## src/rtl/kv_fpu_fmv_ctrl.sv

```systemverilog
// +--------------------------------------------------------------------------+
// | kv_fpu_fmv_ctrl: two-requester issue/writeback control for the FPU move  |
// | and sign-inject datapath. Optional round-robin via KV_FPU_FMV_RR_ARB_EN. |
// | Revision: 1.0                                                            |
// +--------------------------------------------------------------------------+
`default_nettype none

module kv_fpu_fmv_ctrl #(
  parameter int FLEN  = 64,
  parameter int TAG_W = 5
) (
  input  logic             core_clk,
  input  logic             core_reset_n,
  input  logic             req0_valid,
  output logic             req0_ready,
  input  logic [FLEN-1:0]  req0_op1,
  input  logic [FLEN-1:0]  req0_op2,
  input  logic [2:0]       req0_sew,
  input  logic [5:0]       req0_ex_ctrl,
  input  logic [TAG_W-1:0] req0_tag,
  input  logic             req1_valid,
  output logic             req1_ready,
  input  logic [FLEN-1:0]  req1_op1,
  input  logic [FLEN-1:0]  req1_op2,
  input  logic [2:0]       req1_sew,
  input  logic [5:0]       req1_ex_ctrl,
  input  logic [TAG_W-1:0] req1_tag,
  input  logic             flush,
  output logic             f1_valid,
  output logic [FLEN-1:0]  f1_op1_data,
  output logic [FLEN-1:0]  f1_op2_data,
  output logic [2:0]       f1_sew,
  output logic [5:0]       f1_ex_ctrl,
  input  logic [FLEN-1:0]  f1_wdata,
  output logic             wb_valid,
  input  logic             wb_ready,
  output logic [FLEN-1:0]  wb_data,
  output logic [TAG_W-1:0] wb_tag,
  output logic             wb_src,
  output logic             ctrl_idle
);

  typedef enum logic [0:0] {
    EMPTY = 1'b0,
    FULL  = 1'b1
  } state_t;

  state_t             state_q, state_d;
  logic [FLEN-1:0]    wb_data_q, wb_data_d;
  logic [TAG_W-1:0]   wb_tag_q, wb_tag_d;
  logic               wb_src_q, wb_src_d;
  logic               slot_free;
  logic               grant;
  logic               pick1;

`ifdef KV_FPU_FMV_RR_ARB_EN
  logic ptr_q, ptr_d;

  // Pointer names the preferred requester; the other one wins only if it is alone.
  always_comb begin
    pick1 = ptr_q ? req1_valid : ~req0_valid;
    ptr_d = grant ? ~pick1 : ptr_q;
  end

  always_ff @(posedge core_clk or negedge core_reset_n) begin
    if (!core_reset_n) ptr_q <= 1'b0;
    else               ptr_q <= ptr_d;
  end
`else
  always_comb pick1 = ~req0_valid;
`endif

  always_comb begin
    slot_free   = (state_q == EMPTY) | wb_ready;
    grant       = slot_free & ~flush & (req0_valid | req1_valid);
    req0_ready  = grant & ~pick1;
    req1_ready  = grant & pick1;

    f1_valid    = grant;
    f1_op1_data = '0;
    f1_op2_data = '0;
    f1_sew      = '0;
    f1_ex_ctrl  = '0;
    if (grant) begin
      f1_op1_data = pick1 ? req1_op1     : req0_op1;
      f1_op2_data = pick1 ? req1_op2     : req0_op2;
      f1_sew      = pick1 ? req1_sew     : req0_sew;
      f1_ex_ctrl  = pick1 ? req1_ex_ctrl : req0_ex_ctrl;
    end

    state_d   = state_q;
    wb_data_d = wb_data_q;
    wb_tag_d  = wb_tag_q;
    wb_src_d  = wb_src_q;
    // Flush wins over a pending drain; a handshake completing this cycle still counts.
    if (flush) begin
      state_d = EMPTY;
    end else if (grant) begin
      state_d   = FULL;
      wb_data_d = f1_wdata;
      wb_tag_d  = pick1 ? req1_tag : req0_tag;
      wb_src_d  = pick1;
    end else if (wb_ready) begin
      state_d = EMPTY;
    end
  end

  always_ff @(posedge core_clk or negedge core_reset_n) begin
    if (!core_reset_n) begin
      state_q   <= EMPTY;
      wb_data_q <= '0;
      wb_tag_q  <= '0;
      wb_src_q  <= 1'b0;
    end else begin
      state_q   <= state_d;
      wb_data_q <= wb_data_d;
      wb_tag_q  <= wb_tag_d;
      wb_src_q  <= wb_src_d;
    end
  end

  assign wb_valid  = (state_q == FULL);
  assign wb_data   = wb_data_q;
  assign wb_tag    = wb_tag_q;
  assign wb_src    = wb_src_q;
  assign ctrl_idle = (state_q == EMPTY) & ~req0_valid & ~req1_valid;

endmodule

`default_nettype wire

```

## config.mk

```make
export PLATFORM = sky130hd
export DESIGN_NAME = kv_fpu_fmv_ctrl
export DESIGN_NICKNAME = d
export VERILOG_FILES = /design/src/rtl/kv_fpu_fmv_ctrl.sv
export SDC_FILE = /design/constraint.sdc
export NUM_CORES = 1
export LEC_CHECK = 0
export CORE_AREA = 2 2 217 219
export CTS_CLUSTER_DIAMETER = 60
export CTS_CLUSTER_SIZE = 28
export DETAILED_ROUTE_END_ITERATION = 12
export DIE_AREA = 0 0 219 221
export DONT_BUFFER_PORTS = 1
export HOLD_SLACK_MARGIN = 0.05
export PLACE_DENSITY = 0.3
export SYNTH_ARGS = -nofsm -noshare
export SYNTH_HDL_FRONTEND = slang
export SYNTH_SLANG_ARGS = --single-unit
```

## constraint.sdc

```tcl
create_clock -name core_clk -period 1.9 [get_ports core_clk]
set_input_delay 0.38 -clock core_clk [delete_from_list [all_inputs] [get_ports core_clk]]
set_output_delay 0.38 -clock core_clk [all_outputs]
set_load 0.05 [all_outputs]
```

==> results of run 1 <==
## how the worst min path moves through the flow
stage | start | to | slack [ns] | cells after the start
CTS | core_reset_n | wb_valid$_DFFE_PN0P_ | -0.32 | 0
global placement | core_reset_n | wb_data[47]$_DFFE_PN0P_ | 0.09 | 0
floorplan | core_reset_n | wb_data[0]$_DFFE_PN0P_ | 0.08 | 0
global route | core_reset_n | wb_data[2]$_DFFE_PN0P_ | -0.31 | 0
detailed placement | core_reset_n | wb_data[47]$_DFFE_PN0P_ | 0.09 | 0
finish | core_reset_n | wb_valid$_DFFE_PN0P_ | -0.28 | 0
## cells in the mapped netlist
master,number
buf_12,4
buf_4,3
inv_1,1
o21bai_1,1
and2b_1,3
buf_2,21
nor3_4,1
nor2b_1,3
nand2b_1,2
nor4b_4,1
and2b_4,1
mux2_4,40
a32o_1,5
buf_6,9
nor3b_1,1
a21oi_1,1
nor2_4,1
mux2_2,24
clkbuf_1,1
a22o_1,137
dfrtp_1,71
nor3_1,1
a221o_1,5
## power groups by stage
| stage | clock, mW | combinational (mW) | sequential (mW) |
|---|---|---|---|
| floorplan | 0 | 1.40 | 2.81 |
| global route | 1.91 | 2.26 | 2.88 |
| CTS | 1.84 | 2.07 | 2.86 |
| finish | 1.76 | 2.19 | 2.85 |
| global placement | 0 | 1.97 | 2.89 |
| detailed placement | 0 | 1.99 | 2.89 |
## cell usage in the layout (no fill, tap or decap), drive strengths merged, types with 3 or more instances in the layout
cell,Yosys,routed
a32o,5,5
nor2b,3,3
inv,1,4
and2b,4,4
a22o,137,137
clkinv,0,3
mux2,64,64
a221o,5,5
diode,0,11
dfrtp,71,71
buf,37,127
clkbuf,1,15
## flip-flops by register name (all words and copies together), names as in the netlist
register / count
wb_data: 64
wb_tag: 5
wb_src: 1
wb_valid: 1
## worst max-delay path: cells and delay by family, from the launching register on
| family | cells | cell delay, ns |
|---|---|---|
| buffers and inverters | 4 | 0.65 |
| flip-flops | 1 | 0.40 |
| AND/OR/NAND/NOR | 2 | 0.37 |
| AO/OA/AOI/OAI | 1 | 0.21 |
## timing repair
action	CTS	global route
hold endpoints to repair	72	71
resized for setup	46	39
cloned	1	6
pin swaps	21	25
setup buffers	1	15
endpoints found under the setup margin	141	154
## layout make-up
| type | count | area [um^2] |
|---|---|---|
| fillers | 5044 | 37900 |
| flip-flops and latches | 71 | 1780 |
| repair buffers | 134 | 2230 |
| inverters | 1 | 3.75 |
| multi-input cells | 227 | 3020 |
| diodes | 11 | 27.5 |
| well taps | 607 | 759 |
| clock buffers | 9 | 225 |
| clock inverters | 7 | 78.8 |
## logic make-up after synthesis
group / after synthesis / share of synthesized area [%]
compound gates: 149 / 29.8
buf+inv: 39 / 7.19
flops: 71 / 40.3
mux: 64 / 19.8
simple gates: 14 / 2.90
## stage by stage
stage / power [mW] / hold WS (ns)
floorplan: 4.21 / 0.0844
global placement: 4.86 / 0.0863
detailed placement: 4.88 / 0.0857
CTS: 6.77 / -0.320
global route: 7.05 / -0.312
finish: 6.80 / -0.282
## metal layers
| layer | global-route usage (%) | vias to the layer above | wire length, um |
|---|---|---|---|
| met3 | 7.77 | 50 | 4840 |
| met5 | 0 | - | 36 |
| li1 | - | 1587 | - |
| met1 | 11.4 | 1959 | 10300 |
| met4 | 3.95 | 6 | 935 |
| met2 | 20.8 | 304 | 15900 |
==> metrics, run 1 <==
Crit path largest cell delay=~0.4 ns; largest area contributor in the netlist=dfrtp_1; switching pwr=~3 mW; CTS max path bufs=2; Crit path top cell by count=buf_12; Switching Share=a little over two fifths; pin count of the biggest net entering global routing=slightly above 70; area post-placement=7030 um^2; H-tree levels=3; initial core utilization=a little under a tenth; number of global-route vias before repair=just over 4,000; Die X=roughly 220 um; crit path to=f1_op2_data[15]; Post-CTS Hold Buffers=1; chip height=approximately 220 um; worst endpoint required time=~1.5 ns; CTS Buf Count=9; reg2reg setup slack=-0.18 ns; Final #Nets=~800; Global Route Usage Sum=a little under an eighth; Synth cell types=23; RSZ-0062 raised after global routing=yes; Clock power frac=25.8%; Detail Placement HPWL=about 27,000 um; total die area=approximately 48,000 um^2; CTS Root Cell=clkbuf_16; Crit path arrival time=about 2.0 ns; Starting DRT DRC Count=214; Final Util=17.6%; std cell rows=between 70 and 80; Leak=~3.4 nW; register share of total power=42.0%; CTS tree=built; Final min period=~2.4 ns; RD Place Congestion=0.928; cells along the critical path=and2b_4 -> nor4b_4 -> buf_4 -> buf_12 -> buf_16 -> a22o_2 -> buf_12; iteration count of the initial detailed-routing pass=4; clock-pin transition on the worst setup and hold timing paths=0.07 ns; antenna violations before repair=11; Wirelength per Cell=30.0 um; Pint=a little under 4 mW; P&R area growth vs syn=84.5%; clock latency on the worst-skew pair=between 0.3 and 0.4 ns; Crit. End Element=output pin; Placed Cells=approximately 1,000; finished layout cell area=8120 um^2; Core Area=between 40,000 and 50,000 um^2; HP Class=input port to async pin; share of the synthesized area in the top cell type=between 40% and 50%; via count=between 3,000 and 4,000; I/O pin total=~570; Slew Limit Fails=0; wire length of the first global-routing pass=39,400 um; FF-to-FF Start=wb_valid$_DFFE_PN0P_; worst-case reg-to-reg path depth=9; power per cell area=roughly 840 nW/um^2; cell type of the slowest stage on the worst timing path=dfrtp_2; post-route setup TNS=-62.89 ns; RR Endpoint=wb_data[48]$_DFFE_PN0P_; Final Hold Fails=71; Worst-Margin Slew=between 0.5 and 0.6 ns; share of cells above drive strength 1=79.7%; Sinks on Clock Net=about 70; Area contributors post-synth=dfrtp_1 40%, a22o_1 27%, mux2_4 14%; fin worst setup slack=-0.509 ns; Seq cells post-synth=just over 70; DRC viols=0; Setup Crit Path Kind=flip-flop to output pin; Max Fclk=between 0.4 and 0.5 GHz; Startpoint Class=flip-flop; via-per-instance ratio=~3.7; IO buf count=0; sequential fraction of the synthesis area=40.3%; Post-Route Skew=~0.012 ns; grt ovf=0; Yosys Warn Count=0; Mapped Cells=337; total length of routed wires=32,000 um; Max IR drop VDD=approximately 0.47 mV; run status=finished, violations left; Fin Hold WS=-0.282 ns; Worst Path Max Fanout=33; final cell count without fillers=1,067; Mapped Area=between 4000 and 5000 um^2; violated checks=hold timing, setup timing; MaxCap Viol Count=0; Detail Route Antenna Nets=0; Syn Nets=between 600 and 700; Slew headroom=62.9%; Setup WS pre-CTS=-0.141 ns; critical path launch point=wb_valid$_DFFE_PN0P_; count of final setup violators=around 200; period utilisation layout=127%; combinational power share=around a third; Avg Cell Area, Syn=roughly 13 um^2
Note: power is estimated with default switching activity, not from simulation.
==> inputs of run 2 (changes only) <==
--- a/config.mk
+++ b/config.mk
@@ -15,2 +15,3 @@
 export PLACE_DENSITY = 0.3
+export RECOVER_POWER = 100
 export SYNTH_ARGS = -nofsm -noshare
--- a/constraint.sdc
+++ b/constraint.sdc
@@ -3,2 +3,2 @@
 set_output_delay 0.38 -clock core_clk [all_outputs]
-set_load 0.05 [all_outputs]
+set_load 0.1 [all_outputs]
==> metrics, run 2 (synthesis results as in run 1) <==
via count=approximately 3,900; Max IR drop VDD=approximately 0.50 mV; critical path launch point=wb_valid$_DFFE_PN0P_; fin worst setup slack=-0.592 ns; Crit path top cell by count=buf_12; share of cells above drive strength 1=between 80 and 90%; Crit path arrival time=between 2 and 2.5 ns; number of global-route vias before repair=~4,300; IO buf count=0; FF-to-FF Start=wb_valid$_DFFE_PN0P_; Detail Route Antenna Nets=0; Sinks on Clock Net=slightly above 70; CTS max path bufs=2; Post-Route Skew=0.0108 ns; Worst-Margin Slew=approximately 0.96 ns; std cell rows=79; GR Layer Usage met3=under 10%; antenna violations before repair=25; RSZ-0062 raised after global routing=yes; pin count of the biggest net entering global routing=72; CTS Root Cell=clkbuf_16; worst endpoint required time=1.52 ns; most common cell after layout, fill and taps aside=buf_12; wire length of the first global-routing pass=approximately 39,000 um; Max Fclk=0.401 GHz; clock-pin transition on the worst setup and hold timing paths=around 0.070 ns; clock latency on the worst-skew pair=~0.34 ns; CTS tree=built; Slew Limit Fails=0; Worst Path Max Fanout=22; Die X=219 um; DRC viols=0; chip height=approximately 220 um; RD Place Congestion=roughly 0.83; run status=finished, violations left; Layout fillers=slightly above 5,000; Fin Hold WS=-0.274 ns; commonest non-fill, non-tap cells in the layout=126 x buf_12, 104 x a22o_2, 70 x dfrtp_1; total power=just under 9 mW; family with the most delay on the worst path=buffers and inverters; max reg flops=64; Starting DRT DRC Count=between 200 and 250; grt ovf=0; HP Class=input port to async pin; count of final setup violators=between 150 and 200; initial core utilization=under 10%; Crit. End Element=output pin; Leak=roughly 3.5 nW; Final min period=approximately 2.5 ns; Global Route Usage Sum=11.6%; MaxCap Viol Count=0; met2 usage=about 22%; via-per-instance ratio=approximately 3.6; Setup Crit Path Kind=flip-flop to output pin; Crit path largest cell delay=around 0.47 ns; Wirelength per Cell=between 20 and 30 um; power per cell area=between 1000 and 1500 nW/um^2; Core Area=46,100 um^2; total length of routed wires=roughly 30,000 um; Detail Placement HPWL=between 20,000 and 30,000 um; I/O pin total=~570; Final Hold Fails=just over 70; cells along the critical path=and2b_4 -> nor4b_4 -> buf_12 -> buf_12 -> a22o_2 -> buf_12; total die area=just under 50,000 um^2; worst-case reg-to-reg path depth=6; met1 global-route usage=under 10%; RR Endpoint=wb_data[38]$_DFFE_PN0P_; reg2reg setup slack=-0.20 ns; P&R area growth vs syn=93.3%; CTS Buf Count=9; most used routing layer in global routing=met2; period utilisation layout=131%; Final #Nets=around 820; cell type of the slowest stage on the worst timing path=dfrtp_4; Slew headroom=35.9%; violated checks=hold timing, setup timing; Startpoint Class=flip-flop; H-tree levels=3; crit path buf inv count=3; iteration count of the initial detailed-routing pass=4
==> run 2: cell types whose count changed in the layout (fill, tap and decap cells not counted), moves of 5 or more <==
cell and change:
clkbuf_16 -5, a22o_2 +30, diode_2 +8, mux2_2 +6, mux2_4 -6, clkbuf_2 +6
buf_4 -8, buf_6 -12, buf_12 +46, a22o_4 -30
==> run 2: worst max path at each step <==
stage / endpoint / slack (ns) / cells past startpoint
2_1_floorplan: f1_ex_ctrl[2] / -0.46 / 5
3_3_place_gp: f1_op2_data[35] / -0.24 / 6
3_5_place_dp: f1_op2_data[35] / -0.23 / 6
4_1_cts: f1_op2_data[35] / -0.62 / 6
5_1_grt: f1_op2_data[38] / -0.66 / 6
6_report: f1_op2_data[6] / -0.59 / 6
==> run 2: where the power goes <==
group,total [mW],switching (mW),internal (mW)
clock network,1.86,0.696,1.17
logic,3.18,1.99,1.18
registers,3.61,1.89,1.72
==> run 2: per-layer routing <==
| layer | vias to the layer above | wire length (um) |
|---|---|---|
| met1 | 1937 | 8730 |
| li1 | 1649 | - |
| met2 | 285 | 16200 |
| met4 | 12 | 427 |
| met3 | 33 | 4370 |
| met5 | - | 74 |
==> run 2: layout make-up <==
type	count	area [um^2]	share of cell area, %
flip-flops and latches	71	1780	20.9
diodes	19	47.5	0.559
repair buffers	159	2820	33.2
multi-input cells	227	2770	32.5
inverters	1	3.75	0.0441
well taps	607	759	8.92
clock buffers	9	225	2.65
clock inverters	7	103	1.21
==> run 2: worst reg2reg max path, stage by stage (launching register included) <==
cell and delay, ns:
dfrtp_4 0.47, and2b_4 0.19, buf_4 0.13, nor3_2 0.18, buf_6 0.35, buf_12 0.31, mux2_2 0.36
==> run 2: through the flow <==
stage	std cells	instance area [um^2]	worst slack (ns)	util (%)	setup TNS (ns)
final	1100	8510	-0.592	18.5	-77.15
after global routing	1099	8510	-0.657	18.5	-92.68
after CTS	1079	8440	-0.620	18.3	-79.93
after detailed placement	1061	8040	-0.232	17.4	-26.21
after global placement	1061	8040	-0.240	17.4	-25.17
after floorplan	337	4860	-0.458	-	-57.37
==> run 2: timing repair <==
item	4_1_cts	5_1_grt
setup endpoints to repair	180	186
cloned	0	0
hold endpoints to repair	71	71
resized for setup	15	7
buffers inserted	2	2
pin swaps	17	5
==> inputs of run 3 (changes only) <==
clock period = 2.52 ns   (was 1.9 ns; I/O delays follow)
==> metrics, run 3 (synthesis results as in run 1) <==
run status=finished, violations left; violated checks=capacitance limit, slew limit, setup timing; std cell rows=just under 80; Detail Route Antenna Nets=0; clock-pin transition on the worst setup and hold timing paths=around 0.070 ns; Final Hold Fails=0; chip height=221 um; period utilisation layout=104%; Setup Crit Path Kind=flip-flop to output pin; Slew Limit Fails=72; P&R area growth vs syn=116%; commonest non-fill, non-tap cells in the layout=137 x buf_12, 101 x a22o_4, 70 x dfrtp_1; Crit path largest cell delay=0.41 ns; Crit. End Element=output pin; Setup WS pre-CTS=0.0199 ns; cells along the critical path=and2b_4 -> nor4b_4 -> buf_6 -> buf_12 -> buf_12 -> clkbuf_16 -> a22o_2 -> buf_12; wire length of the first global-routing pass=between 40,000 and 50,000 um; crit path buf inv count=5; count of final setup violators=about 110; family with the most delay on the worst path=buffers and inverters; H-tree levels=3; number of global-route vias before repair=approximately 4,500; RD Place Congestion=about 0.95; share of cells above drive strength 1=around three quarters; RSZ-0062 raised after global routing=yes; Post-Route Skew=0.00730 ns; CTS tree=built; power per cell area=~700 nW/um^2; I/O pin total=approximately 570; Fin Hold WS=~0.22 ns; MaxCap Viol Count=1; Max Fclk=around 0.38 GHz; Leak=a little under 4 nW; total die area=48,400 um^2; Startpoint Class=flip-flop; CTS Buf Count=9; Final Util=between 20% and 30%; HP Class=input port to flip-flop; Worst-Margin Slew=1.55 ns; CTS Root Cell=clkbuf_16; antenna violations before repair=13; fin worst setup slack=-0.108 ns; max reg flops=64; Final min period=between 2 and 3 ns; total power=roughly 6.5 mW; via-per-instance ratio=~3.7; cell type of the slowest stage on the worst timing path=dfrtp_2; most common cell after layout, fill and taps aside=buf_12; Die X=219 um; Slew headroom=-3.56%; Core Area=46,100 um^2; Starting DRT DRC Count=230; Crit path arrival time=between 2 and 2.5 ns; grt ovf=0; via count=approximately 4,200; CTS max path bufs=2; Crit path top cell by count=buf_12; pin count of the biggest net entering global routing=about 70; initial core utilization=9.56%; iteration count of the initial detailed-routing pass=4; Final #Nets=about 850; Max IR drop VDD=between 0.3 and 0.4 mV; DRC viols=0; Worst Path Max Fanout=6; worst endpoint required time=just over 2 ns; clock latency on the worst-skew pair=~0.34 ns; Wirelength per Cell=about 31 um; IO buf count=0; post-route setup TNS=-5.11 ns; Global Route Usage Sum=between 10% and 20%; Detail Placement HPWL=around 27,000 um; Sinks on Clock Net=71; total length of routed wires=between 30,000 and 40,000 um
run 3: what timing repair did:
item	4_1_cts	5_1_grt
hold buffers	2	0
pin swaps	16	65
setup endpoints to repair	131	137
cloned	7	10
resized for setup	51	78
hold endpoints to repair	71	0
buffers inserted	14	3
run 3: per-stage QoR:
step	instance area, um^2	cells
finish	9500	1116
global route	9490	1114
CTS	8960	1096
detailed placement	7980	1057
global placement	7980	1057
floorplan	4650	337
run 3: layer usage:
metal  wire length, um  vias to the layer above  track usage, %
met3              5480                       45            8.40
li1                  -                     1703               -
met5                73                        -               0
met4              1040                       12            3.51
met2             16700                      314            22.2
met1             10900                     2108            12.6
run 3: worst paths after layout:
| path | startpoint | to | slack [ns] | cells past startpoint |
|---|---|---|---|---|
| min in group asynchronous | core_reset_n | wb_data[17]$_DFFE_PN0P_ | 1.13 | 2 |
| max in group asynchronous | core_reset_n | wb_valid$_DFFE_PN0P_ | 0.37 | 2 |
| max reg2reg | wb_valid$_DFFE_PN0P_ | wb_data[39]$_DFFE_PN0P_ | 0.19 | 5 |
| min | flush | wb_valid$_DFFE_PN0P_ | 0.22 | 1 |
| max | wb_valid$_DFFE_PN0P_ | f1_op1_data[55] | -0.11 | 8 |
| min reg2reg | wb_valid$_DFFE_PN0P_ | wb_valid$_DFFE_PN0P_ | 1.07 | 3 |
run 3: layout make-up:
class | instances | area [um^2]
Clock inverter | 7 | 63.8
Inverter | 1 | 3.75
Sequential cell | 71 | 1780
Clock buffer | 9 | 225
Timing Repair Buffer | 185 | 3510
Tap cell | 607 | 759
Multi-Input combinational cell | 227 | 3140
Fill cell | 4906 | 36600
Antenna cell | 9 | 22.5
run 3: where the power goes:
group          internal [mW]  switching, mW  total, mW  leakage (nW)
Sequential              1.29           1.55       2.84         0.834
Clock                  0.690          0.580       1.27         0.137
Combinational          0.936           1.44       2.37          2.98
